`config.mk`:
```
export PLATFORM = sky130hd
export DESIGN_NAME = synapse_selector_wrapper
export DESIGN_NICKNAME = d
export VERILOG_FILES = /design/src/rtl/synapse_selector_wrapper.sv
export SDC_FILE = /design/constraint.sdc
export NUM_CORES = 1
export LEC_CHECK = 0
export ABC_AREA = 1
export CAP_MARGIN = 10
export CELL_PAD_IN_SITES_DETAIL_PLACEMENT = 0
export CELL_PAD_IN_SITES_GLOBAL_PLACEMENT = 2
export CORE_MARGIN = 1
export CORE_UTILIZATION = 30
export DETAILED_ROUTE_END_ITERATION = 10
export PLACE_DENSITY = 0.78
export SETUP_SLACK_MARGIN = 0.02
export SKIP_LAST_GASP = 1
export SYNTH_ARGS = -nofsm -noshare
export SYNTH_HDL_FRONTEND = slang
export SYNTH_SLANG_ARGS = --single-unit
```
`constraint.sdc`:
```
create_clock -name clk -period 4.8 [get_ports clk]
set_input_delay 0.72 -clock clk [delete_from_list [all_inputs] [get_ports clk]]
set_output_delay 0.72 -clock clk [all_outputs]
set_load 0.1 [all_outputs]
```
`src/rtl/synapse_selector_wrapper.sv`:
```
// synapse_selector_wrapper: walks one presynaptic neuron's row in the weight
// memory and emits (postIndex, weight) pairs, one per clock.
// Optional build macro: SYNSEL_ZERO_SKIP_EN -- when defined, words whose weight
// field is zero are read but do not update postIndex/weight.
//
// Handshake: start is sampled only in IDLE; when accepted, preIndex,
// postsynCount and baseAddr are latched. busy is high in CALC and READ, done
// pulses for exactly one cycle in DONE, and start seen outside IDLE is ignored.
// The memory port is combinational: mem_data must be valid in the same cycle
// that mem_en/mem_addr are presented.
module synapse_selector_wrapper #(
  parameter int ADDR_W   = 12,
  parameter int IDX_W    = 8,
  parameter int DATA_W   = 32,
  parameter int WEIGHT_W = 16
) (
  input  logic                clk,
  input  logic                rst,
  input  logic                start,
  input  logic [IDX_W-1:0]    preIndex,
  input  logic [IDX_W-1:0]    postsynCount,
  input  logic [ADDR_W-1:0]   baseAddr,
  output logic                busy,
  output logic                done,
  output logic [IDX_W-1:0]    postIndex,
  output logic [WEIGHT_W-1:0] weight,
  output logic [ADDR_W-1:0]   mem_addr,
  output logic                mem_en,
  input  logic [DATA_W-1:0]   mem_data,
  output logic [1:0]          dbg_state_o
);

  typedef enum logic [1:0] {
    ST_IDLE = 2'd0,
    ST_CALC = 2'd1,
    ST_READ = 2'd2,
    ST_DONE = 2'd3
  } state_e;

  state_e                state_q, state_d;
  logic [IDX_W-1:0]      pre_q, pre_d;
  logic [IDX_W-1:0]      cnt_q, cnt_d;
  logic [ADDR_W-1:0]     base_q, base_d;
  logic [ADDR_W-1:0]     row_base_q, row_base_d;
  logic [IDX_W-1:0]      j_q, j_d;
  logic [IDX_W-1:0]      post_q, post_d;
  logic [WEIGHT_W-1:0]   weight_q, weight_d;
  logic [2*IDX_W-1:0]    row_prod;
  logic                  capture_en;
  logic                  last_read;
  logic                  unused_mem_hi;

  // The high part of the memory word carries no weight information.
  assign unused_mem_hi = ^mem_data[DATA_W-1:WEIGHT_W];

  // Full-width product; truncation to the address width happens when it is
  // added to the base, so the row base wraps modulo 2^ADDR_W.
  assign row_prod = pre_q * cnt_q;

  // Compare before incrementing so a count of 255 never needs a wider counter.
  assign last_read = (j_q == (cnt_q - 1'b1));

  // Decide whether the word on the bus updates the visible outputs.
  always_comb begin
    capture_en = 1'b1;
`ifdef SYNSEL_ZERO_SKIP_EN
    capture_en = (mem_data[WEIGHT_W-1:0] != '0);
`endif
  end

  // State register plus latched request and datapath registers.
  always_ff @(posedge clk or negedge rst) begin
    if (!rst) begin
      state_q    <= ST_IDLE;
      pre_q      <= '0;
      cnt_q      <= '0;
      base_q     <= '0;
      row_base_q <= '0;
      j_q        <= '0;
      post_q     <= '0;
      weight_q   <= '0;
    end else begin
      state_q    <= state_d;
      pre_q      <= pre_d;
      cnt_q      <= cnt_d;
      base_q     <= base_d;
      row_base_q <= row_base_d;
      j_q        <= j_d;
      post_q     <= post_d;
      weight_q   <= weight_d;
    end
  end

  // Next-state, datapath next values and outputs.
  always_comb begin
    state_d    = state_q;
    pre_d      = pre_q;
    cnt_d      = cnt_q;
    base_d     = base_q;
    row_base_d = row_base_q;
    j_d        = j_q;
    post_d     = post_q;
    weight_d   = weight_q;
    busy       = 1'b0;
    done       = 1'b0;
    mem_en     = 1'b0;
    mem_addr   = '0;

    case (state_q)
      ST_IDLE: begin
        if (start) begin
          pre_d   = preIndex;
          cnt_d   = postsynCount;
          base_d  = baseAddr;
          state_d = ST_CALC;
        end
      end
      ST_CALC: begin
        busy       = 1'b1;
        row_base_d = base_q + row_prod[ADDR_W-1:0];
        j_d        = '0;
        state_d    = (cnt_q == '0) ? ST_DONE : ST_READ;
      end
      ST_READ: begin
        busy     = 1'b1;
        mem_en   = 1'b1;
        mem_addr = row_base_q + ADDR_W'(j_q);
        if (capture_en) begin
          weight_d = mem_data[WEIGHT_W-1:0];
          post_d   = j_q;
        end
        j_d = j_q + 1'b1;
        if (last_read) begin
          state_d = ST_DONE;
        end
      end
      ST_DONE: begin
        done    = 1'b1;
        state_d = ST_IDLE;
      end
      default: begin
        state_d = ST_IDLE;
      end
    endcase
  end

  assign postIndex   = post_q;
  assign weight      = weight_q;
  assign dbg_state_o = state_q;

endmodule

```
==> run metrics <==
gpl congestion around 0.85; Post-Route WL 14.0 mm; largest net degree at the start of global routing 47; Synth Area in Adders 23.0%; Die W approximately 140 um; Root Buffer clkbuf_16; Worst EP required approximately 5100 ps; port bufs 87; Filler Cell Count 1937; post-synthesis xor/xnor area fraction 1.97%; ant diodes 0; IO Pins ~100; syn_area_per_cell 7.90 sq um; clk_skew 16.1 ps; fraction of the mapped netlist area in simple logic gates 23.8%; CP Launch Point cnt_q[2]; critical path's slowest cell dfrtp_1; post-route setup TNS 0 ps; number of global-route vias before repair roughly 4.8k; crit path DAT between 4000 and 5000 ps; Core Rows 50; Num CTS Buffers 9; mux cell area share after synthesis under 10%; Total Nets Final 954; Cells after Synth about 730; share of cells above drive strength 1 8.47%; yosys warns 0; DRT iter0 DRCs 198; worst-path cell chain nand2_1, fa_1, inv_1, fa_1, fa_1, inv_1, fa_1, inv_1, ha_1, a21oi_1, or2_2, nand3_1, nand3_1, nand3_1, nand2_1; Hold Vio Cnt, Final 0; Min-Delay Path Class primary input to asynchronous set/reset pin; Worst Tran Pin Value between 900 and 1000 ps; PostCTS Resize Cnt 0; Initial Utilization 30.8%; Max H-tree Level 3; Final min period 4230 ps; postcts setup bufs 0; Fmax 237 MHz; core area 0.0188 sq mm; status finished clean; worst skew pair latency 360 ps; register area share after synthesis 32.0%; area grow syn2layout 23.9%; max-slew violation count 0; Net Count, Synth roughly 900; # Max-Cap Violations 0; Overflow after GRT 0; hpwl dp 10.9 mm; period utilization between 80% and 90%; cell area after synthesis about 0.0058 sq mm; Clock Sinks 74; Unique masters post-synth 35; Worst Setup Path Type flop to flop; antenna viol nets, final 0; via count ~4.7k; DRC violations left 0; crit-path max FO 11; unrepaired setup endpoints after global routing false; Die Area about 0.020 sq mm; Synth Area in Compound Gates 4.85%; vias per std cell 4.47; Startpoint Class flop; crit end category flop; CP most frequent cell fa_1; global-route wire length before repair 24.1 mm; Hold Buf Count CTS 0; die height 141 um; CTS max path bufs 2; endpoints failing setup 0; slowest stage delay, CP roughly 700 ps; RR Startpoint cnt_q[2]; routed len/inst 13.4 um; TritonCTS clock tree done; GRT Total Usage 15.6%; slew margin rel. 33.9%; DR pass1 iterations 4; flops & latches, synth 74; initial antenna violation count 0; largest family of logic cells by synthesized area simple AND/OR/NAND/NOR gates; clock-pin slew on the worst setup and hold paths 80 ps
==> cells in the final DEF, fill, tap and decap left out, types with 5 or more instances in the layout <==
master,Yosys,layout
inv_1,129,129
xnor2_1,6,6
nor3b_1,5,5
nor2_1,49,49
fa_1,42,42
clkbuf_16,0,9
buf_12,0,5
buf_4,3,14
mux2_2,16,16
dfrtp_1,74,74
o21ai_0,17,17
clkdlybuf4s50_1,0,74
nand3_1,29,29
nand2_1,231,231
a21oi_1,30,30
xor2_1,7,7
ha_1,39,39
==> path summary, 6_finish.rpt <==
path	to	slack, ps	cells past startpoint
hold / removal	weight[1]	290	1
min in group clk	weight[7]	470	2
hold reg to reg	weight[7]	470	2
setup / recovery	row_base_q[11]	570	15
setup reg to reg	row_base_q[11]	570	15
max in group asynchronous	cnt_q[5]	3570	2
==> synth_stat cells (all sizes together) <==
| cell type | instances | area share, % |
|---|---|---|
| dfrtp | 74 | 32 |
| nand4 | 3 | 0.32 |
| fa | 42 | 15 |
| a31oi | 1 | 0.11 |
| clkbuf | 11 | 0.71 |
| nand2 | 235 | 16 |
| o2111ai | 1 | 0.15 |
| nand3b | 1 | 0.13 |
| o211ai | 2 | 0.26 |
| ha | 39 | 8.4 |
| nand3 | 31 | 2.9 |
| buf | 15 | 1.6 |
| o21ai | 20 | 1.7 |
| or2 | 1 | 0.11 |
| xnor2 | 6 | 0.91 |
| nor2 | 52 | 3.7 |
| clkinv | 1 | 0.065 |
| mux2 | 16 | 3.1 |
| nor3 | 4 | 0.52 |
| xor2 | 7 | 1.1 |
| nor3b | 5 | 0.65 |
| inv | 135 | 8.9 |
| a21oi | 30 | 2.6 |
==> layer usage <==
layer | global-route usage [%] | routed length (um)
met3 | 2.68 | 421
met1 | 20.3 | 6760
met5 | 0 | 0
met2 | 26.4 | 6680
met4 | 4.86 | 182
==> area by class of cell <==
cell class	count	area [sq um]	area share (%)
Sequential cell	74	1850	25.9
Timing Repair Buffer	93	946	13.2
Clock inverter	6	40.0	0.559
Clock buffer	10	239	3.34
Inverter	136	515	7.20
Multi-Input combinational cell	496	3280	45.8
Tap cell	234	293	4.09
==> sequential cells by signal (all words and copies together) (netlist names) <==
signal       count
weight          16
base_q          12
postIndex        8
dbg_state_o      2
pre_q            8
j_q              8
row_base_q      12
cnt_q            8
==> cells by family after synthesis <==
family / Yosys count
XOR/XNOR: 13
AND/OR/NAND/NOR: 332
flip-flops: 74
adder cells (fa/ha/maj): 81
AO/OA/AOI/OAI: 54
multiplexers: 16
buffers and inverters: 162
==> stage by stage <==
| stage | instances | hold slack, ps | util [%] | setup WS, ps | area (sq um) |
|---|---|---|---|---|---|
| 6_report | 1049 | 289 | 38.2 | 572 | 7160 |
| 3_3_place_gp | 1033 | 452 | 36.7 | 599 | 6880 |
| 4_1_cts | 1049 | 291 | 38.2 | 512 | 7160 |
| 5_1_grt | 1049 | 310 | 38.2 | 305 | 7160 |
| 2_1_floorplan | 732 | 424 | - | 193 | 5780 |
| 3_5_place_dp | 1033 | 457 | 36.7 | 522 | 6880 |
==> critical path: cells and delay by family, from the launching register on <==
family / cells / cell delay (ps)
adder cells (fa/ha/maj): 5 / 2480
AND/OR/NAND/NOR: 6 / 740
flip-flops: 1 / 700
buffers and inverters: 3 / 150
AO/OA/AOI/OAI: 1 / 80
Power is not shown: default switching activity piles up to over one toggle a cycle in this logic, so the estimate is an artifact.
